File: config.mk
export PLATFORM = sky130hd
export DESIGN_NAME = multicycle_ctrl
export DESIGN_NICKNAME = d
export VERILOG_FILES = /design/src/rtl/multicycle_ctrl_pkg.sv /design/src/rtl/multicycle_ctrl_mem_wait_timer.sv /design/src/rtl/multicycle_ctrl.sv
export SDC_FILE = /design/constraint.sdc
export NUM_CORES = 1
export LEC_CHECK = 0
export ABC_AREA = 1
export BUFFER_PORTS_ARGS = -buffer_cell sky130_fd_sc_hd__buf_2
export CORE_MARGIN = 10
export CORE_UTILIZATION = 48
export DETAILED_ROUTE_END_ITERATION = 6
export PLACE_DENSITY = 0.83
export SYNTH_ARGS = -nofsm -noshare
export SYNTH_HDL_FRONTEND = slang
export SYNTH_SLANG_ARGS = --single-unit
File: constraint.sdc
create_clock -name clk -period 1.7 [get_ports clk]
set_clock_uncertainty 0.05 [all_clocks]
set_input_delay 0.17 -clock clk [delete_from_list [all_inputs] [get_ports clk]]
set_output_delay 0.17 -clock clk [all_outputs]
set_load 0.02 [all_outputs]
File: src/rtl/multicycle_ctrl_pkg.sv
// rtl/multicycle_ctrl_pkg.sv - shared opcodes, state encodings and mux codes for the multicycle MIPS control
package multicycle_ctrl_pkg;

  typedef enum logic [3:0] {
    S_FETCH  = 4'd0,
    S_DECODE = 4'd1,
    S_MEMADR = 4'd2,
    S_MEMRD  = 4'd3,
    S_MEMWB  = 4'd4,
    S_MEMWR  = 4'd5,
    S_EXEC   = 4'd6,
    S_RTWB   = 4'd7,
    S_BRANCH = 4'd8,
    S_JUMP   = 4'd9,
    S_ADDIEX = 4'd10,
    S_ADDIWB = 4'd11,
    S_TRAP   = 4'd15
  } state_t;

  localparam logic [5:0] OP_RTYPE = 6'b000000;
  localparam logic [5:0] OP_J     = 6'b000010;
  localparam logic [5:0] OP_BEQ   = 6'b000100;
  localparam logic [5:0] OP_ADDI  = 6'b001000;
  localparam logic [5:0] OP_LW    = 6'b100011;
  localparam logic [5:0] OP_SW    = 6'b101011;

  localparam logic [1:0] ALUB_RT      = 2'b00;
  localparam logic [1:0] ALUB_FOUR    = 2'b01;
  localparam logic [1:0] ALUB_SEXT    = 2'b10;
  localparam logic [1:0] ALUB_SEXT_SH = 2'b11;

  localparam logic [1:0] ALUOP_ADD   = 2'b00;
  localparam logic [1:0] ALUOP_SUB   = 2'b01;
  localparam logic [1:0] ALUOP_FUNCT = 2'b10;

  localparam logic [1:0] PCSRC_ALU    = 2'b00;
  localparam logic [1:0] PCSRC_ALUOUT = 2'b01;
  localparam logic [1:0] PCSRC_JUMP   = 2'b10;

  // States that own the shared memory port and wait on mem_ready
  function automatic logic is_mem_state(input state_t s);
    return (s == S_FETCH) || (s == S_MEMRD) || (s == S_MEMWR);
  endfunction

endpackage

File: src/rtl/multicycle_ctrl_mem_wait_timer.sv
// rtl/multicycle_ctrl_mem_wait_timer.sv - memory wait-state counter with timeout compare
module mem_wait_timer #(
  parameter int TIMEOUT = 15,
  parameter int CNT_W   = 4
) (
  input  logic clk,
  input  logic reset,
  input  logic clear,
  input  logic inc,
  output logic expired
);

  logic [CNT_W-1:0] wait_cnt;

  always_ff @(posedge clk or negedge reset) begin
    if (!reset) begin
      wait_cnt <= '0;
    end else if (clear) begin
      wait_cnt <= '0;
    end else if (inc) begin
      wait_cnt <= wait_cnt + CNT_W'(1);
    end
  end

  assign expired = (wait_cnt == CNT_W'(TIMEOUT));

endmodule

File: src/rtl/multicycle_ctrl.sv
// rtl/multicycle_ctrl.sv - main control FSM sequencing fetch, decode and execute steps of the multicycle MIPS datapath
module multicycle_ctrl
  import multicycle_ctrl_pkg::*;
#(
  parameter int TIMEOUT = 15,
  parameter int CNT_W   = 4
) (
  input  logic       clk,
  input  logic       reset,
  input  logic [5:0] opcode,
  input  logic       mem_ready,
  output logic       pc_write,
  output logic       pc_write_cond,
  output logic       iord,
  output logic       mem_read,
  output logic       mem_write,
  output logic       ir_write,
  output logic       mem_to_reg,
  output logic       reg_dst,
  output logic       reg_write,
  output logic       alu_src_a,
  output logic [1:0] alu_src_b,
  output logic [1:0] alu_op,
  output logic [1:0] pc_source,
  output logic       bus_error,
  output logic [3:0] state_dbg
);

  state_t state, state_next;
  logic   expired;
  logic   timer_clear;

  // The counter restarts whenever a memory state is entered or left
  assign timer_clear = !is_mem_state(state) || (state_next != state);

  mem_wait_timer #(
    .TIMEOUT(TIMEOUT),
    .CNT_W  (CNT_W)
  ) u_timer (
    .clk    (clk),
    .reset  (reset),
    .clear  (timer_clear),
    .inc    (!mem_ready),
    .expired(expired)
  );

  always_comb begin
    state_next = state;
    case (state)
      S_FETCH:  if (mem_ready) state_next = S_DECODE;
                else if (expired) state_next = S_TRAP;
      S_DECODE: begin
        case (opcode)
          OP_LW, OP_SW: state_next = S_MEMADR;
          OP_RTYPE:     state_next = S_EXEC;
          OP_BEQ:       state_next = S_BRANCH;
          OP_J:         state_next = S_JUMP;
          OP_ADDI:      state_next = S_ADDIEX;
          default:      state_next = S_TRAP;
        endcase
      end
      S_MEMADR: state_next = (opcode == OP_SW) ? S_MEMWR : S_MEMRD;
      S_MEMRD:  if (mem_ready) state_next = S_MEMWB;
                else if (expired) state_next = S_TRAP;
      S_MEMWR:  if (mem_ready) state_next = S_FETCH;
                else if (expired) state_next = S_TRAP;
      S_EXEC:   state_next = S_RTWB;
      S_ADDIEX: state_next = S_ADDIWB;
      S_MEMWB, S_RTWB, S_BRANCH, S_JUMP, S_ADDIWB: state_next = S_FETCH;
      S_TRAP:   state_next = S_TRAP;
      default:  state_next = S_TRAP;
    endcase
  end

  always_ff @(posedge clk or negedge reset) begin
    if (!reset) begin
      state <= S_FETCH;
    end else begin
      state <= state_next;
    end
  end

  always_comb begin
    pc_write      = 1'b0;
    pc_write_cond = 1'b0;
    iord          = 1'b0;
    mem_read      = 1'b0;
    mem_write     = 1'b0;
    ir_write      = 1'b0;
    mem_to_reg    = 1'b0;
    reg_dst       = 1'b0;
    reg_write     = 1'b0;
    alu_src_a     = 1'b0;
    alu_src_b     = ALUB_RT;
    alu_op        = ALUOP_ADD;
    pc_source     = PCSRC_ALU;
    bus_error     = 1'b0;
    case (state)
      S_FETCH: begin
        mem_read  = 1'b1;
        alu_src_b = ALUB_FOUR;
        ir_write  = mem_ready;
        pc_write  = mem_ready;
      end
      S_DECODE: alu_src_b = ALUB_SEXT_SH;
      S_MEMADR, S_ADDIEX: begin
        alu_src_a = 1'b1;
        alu_src_b = ALUB_SEXT;
      end
      S_MEMRD: begin
        mem_read = 1'b1;
        iord     = 1'b1;
      end
      S_MEMWB: begin
        reg_write  = 1'b1;
        mem_to_reg = 1'b1;
      end
      S_MEMWR: begin
        mem_write = 1'b1;
        iord      = 1'b1;
      end
      S_EXEC: begin
        alu_src_a = 1'b1;
        alu_op    = ALUOP_FUNCT;
      end
      S_RTWB: begin
        reg_write = 1'b1;
        reg_dst   = 1'b1;
      end
      S_BRANCH: begin
        alu_src_a     = 1'b1;
        alu_op        = ALUOP_SUB;
        pc_write_cond = 1'b1;
        pc_source     = PCSRC_ALUOUT;
      end
      S_JUMP: begin
        pc_write  = 1'b1;
        pc_source = PCSRC_JUMP;
      end
      S_ADDIWB: reg_write = 1'b1;
      S_TRAP:   bus_error = 1'b1;
      default:  bus_error = 1'b1;
    endcase
    // FETCH is the reset state, so its memory strobe must be masked while reset is held
    if (!reset) begin
      pc_write      = 1'b0;
      pc_write_cond = 1'b0;
      mem_read      = 1'b0;
      mem_write     = 1'b0;
      ir_write      = 1'b0;
      reg_write     = 1'b0;
      bus_error     = 1'b0;
    end
  end

  assign state_dbg = state;

endmodule

==> results.py <==
metrics = {
    "grt": {
        "grt_pass1_vias": 978,
        "antenna_found_initial": 0,
        "grt_max_degree": 9,
        "grtUsageTotal": 0.146,
        "grt_pass1_wl_mm": 4.26,
        "grt.overflow.total": 0,
    },
    "setup_path": {
        "crit_type": "reg2out",
        "path_buf_inv": 3,
        "path_depth": 7,
        "reg2reg_setup_slack_ns": 0,
        "crit_arrival_ns": 1.49,
        "crit_chain": "inv_4 > nand2_4 > buf_6 > nor2_4 > a31oi_1 > nor2_1 > buf_4",
        "cp_top_family": "flip-flops",
        "critPathRequiredTime_ns": 1.48,
        "cp-end-kind": "output port",
        "cpPeakStageDelay_ns": 0.47,
        "startpoint_type": "flip-flop",
        "slowest_stage": "dfrtp_2",
        "worstPathMaxFanout": 5,
        "r2r_cells": 10,
    },
    "timing": {
        "rsz0062_at_grt": "true",
        "period_share": 1.00,
        "finalMaxSlewViolations": 0,
        "fin_ws_ns": -0.00771,
        "max_freq_mhz": 586,
        "timing.final.crit_period_ns": 1.71,
        "hold_viol_final": 0,
        "setup_viol": 3,
        "worst_pin_slew_ns": 0.387,
        "slew-limit-headroom": 0.741,
    },
    "final_layout": {
        "finalCoreUtilization": 0.817,
        "fin_area_um2": 1270,
        "area.growth.synth_to_final_pct": 55.7,
        "layout.nets": 200,
        "antennaDiodeCount": 0,
        "fin_cells": 205,
        "layout-drive-gt1-share": 0.503,
    },
    "die": {
        "num_io_pins": 30,
        "core_region_area_um2": 1560,
        "fp.dieArea_um2": 3760,
        "die_h_um": 61.3,
        "fp-row-count": 14,
        "die_w_um": 61.3,
        "start_util": 0.525,
    },
    "synth": {
        "synth_top_cell_area_share": 0.245,
        "syn-cell-area_um2": 818,
        "synth_async_sr_flop_share": 1.00,
        "ys_seq_elements": 8,
        "post-synth-top-count-cell": "nand2_1",
        "yosys.area.top_type": "dfrtp_1",
        "syn_avg_cell_area_um2": 5.89,
        "synth-edff-count": 0,
        "yosysWarnings": 0,
        "seq_area_frac_synth": 0.245,
        "yosysUniqueCellTypes": 21,
        "yosys-top-cells-count": "nand2_1, nor2_1, inv_1",
        "synthFlopType": "dfrtp_1",
        "ys_top_cells_by_area": "dfrtp_1, nand2_1, nor2_1, inv_1, nand3_1",
        "synthesis.nets": 149,
        "netlist_instances": 139,
    },
    "routing": {
        "via_count": 1108,
        "drc": 0,
        "drt-initial-drc-count": 80,
        "wl_per_cell_um": 15.4,
        "finalWirelength_mm": 3.16,
        "antenna_left": 0,
        "first_pass_iters": 4,
        "viasPerCell": 5.40,
    },
    "pwr": {
        "vdd_drop_max_v": 0.000432,
        "p_seq_frac": 0.476,
        "switching_share": 0.256,
        "total_power_w": 0.000400,
        "p_int_w": 0.000298,
        "p_switching_w": 0.000102,
        "power.density_nw_per_um2": 314,
        "clockPowerShare": 0.403,
        "cellLeakagePower_nw": 0.635,
        "p_comb_frac": 0.121,
    },
    "clocking": {
        "numCtsBuffers": 3,
        "clock-sinks": 8,
        "cts_tree": "built",
        "htreeDepth": 1,
        "clk_pin_slew_ns": 0.05,
        "root_buffer": "clkbuf_4",
        "clk_latency_ns": 0.26,
        "clk_path_buf_depth": 2,
    },
    "placed_design": {
        "place_area_um2": 1040,
        "dp_cells": 190,
        "dp_hpwl_mm": 2.10,
        "place_ws_ns": -0.0405,
        "routabilityCongestion": 0.943,
        "io_buffers": 29,
    },
    "worst_hold_path": {
        "hold_depth": 4,
        "min_path_type": "in2reg",
    },
    "flow_run": {
        "cap_violations": 0,
    },
    "status": {
        "status": "finished, violations left",
        "violations": "negative setup slack",
    },
}
## final timing paths
path / start / to
max reg2reg: state_dbg[0]$_DFF_PN0_ / u_timer.wait_cnt[2]$_DFFE_PN0P_
max: state_dbg[3]$_DFF_PN0_ / reg_write
min reg2reg: u_timer.wait_cnt[0]$_DFFE_PN0P_ / u_timer.wait_cnt[0]$_DFFE_PN0P_
min in group asynchronous: reset / u_timer.wait_cnt[0]$_DFFE_PN0P_
max in group asynchronous: reset / state_dbg[3]$_DFF_PN0_
min: mem_ready / state_dbg[3]$_DFF_PN0_
## routing by layer
| metal | GRT usage | up-vias | wire (um) |
|---|---|---|---|
| met3 | 0.0494 | 2 | 296 |
| met4 | 0.0391 | 0 | 8 |
| met1 | 0.174 | 505 | 1250 |
| met5 | 0 | - | 0 |
| li1 | - | 535 | - |
| met2 | 0.246 | 66 | 1600 |
## kinds of logic after synthesis
kind of cell | synth area share
AOI/OAI and AO/OA | 0.0795
xor gates and xnor gates | 0.0214
adders and majority gates | 0.0153
buffers and inverters | 0.101
DFF | 0.245
and+or+nand+nor | 0.538
## through the flow
stage,setup TNS [ns],hold slack [ns]
2_1_floorplan,0,-0.176
3_3_place_gp,0,-0.0152
3_5_place_dp,-0.115,-0.0121
4_1_cts,-0.00623,0.254
5_1_grt,-0.548,0.314
6_report,-0.00991,0.288
## power by group through the flow
| stage | registers [W] | clock network, W | logic, W |
|---|---|---|---|
| 6_report | 0.000190 | 0.000161 | 0.0000483 |
| 5_1_grt | 0.000190 | 0.000171 | 0.0000536 |
| 4_1_cts | 0.000190 | 0.000159 | 0.0000466 |
| 3_5_place_dp | 0.000194 | 0 | 0.0000443 |
| 3_3_place_gp | 0.000194 | 0 | 0.0000425 |
| 2_1_floorplan | 0.000194 | 0 | 0.0000222 |
## registers in the layout, summed over array words and instances, names as in the netlist
signal            count
state_dbg             4
u_timer.wait_cnt      4
## what timing repair did
action | in CTS | in global routing
endpoints found under the hold margin | 8 | 0
endpoints found under the setup margin | 8 | 11
buffers inserted | 2 | 8
hold buffers | 1 | 0
gates resized for setup | 11 | 33
pin swaps | 1 | 6
## tightest hold or removal path: stages
cell	delay [ns]
buf_2	0.14
a21oi_1	0.06
nand2_1	0.06
nand3_1	0.10
## layout make-up
cell class	count	area [um2]
clock buffers	4	26.3
fillers	79	285
inverters	22	87.6
multi-input cells	109	633
flip-flops and latches	8	205
well taps	16	20.0
repair buffers	46	302
## cell usage in the layout (no fill, tap or decap), types with 2 or more instances in the layout
cell type,count
nand3_1,11
nor2_1,17
buf_4,19
nor2_4,7
a21oi_2,2
nand3_2,2
nor2_2,8
clkbuf_4,3
dfrtp_1,4
inv_1,16
inv_2,4
o21ai_1,3
inv_4,2
nor3_2,4
nand2_2,11
nand2_1,31
dfrtp_2,4
a21oi_1,3
buf_2,23
buf_6,3
(Power assumes the default switching activity.)
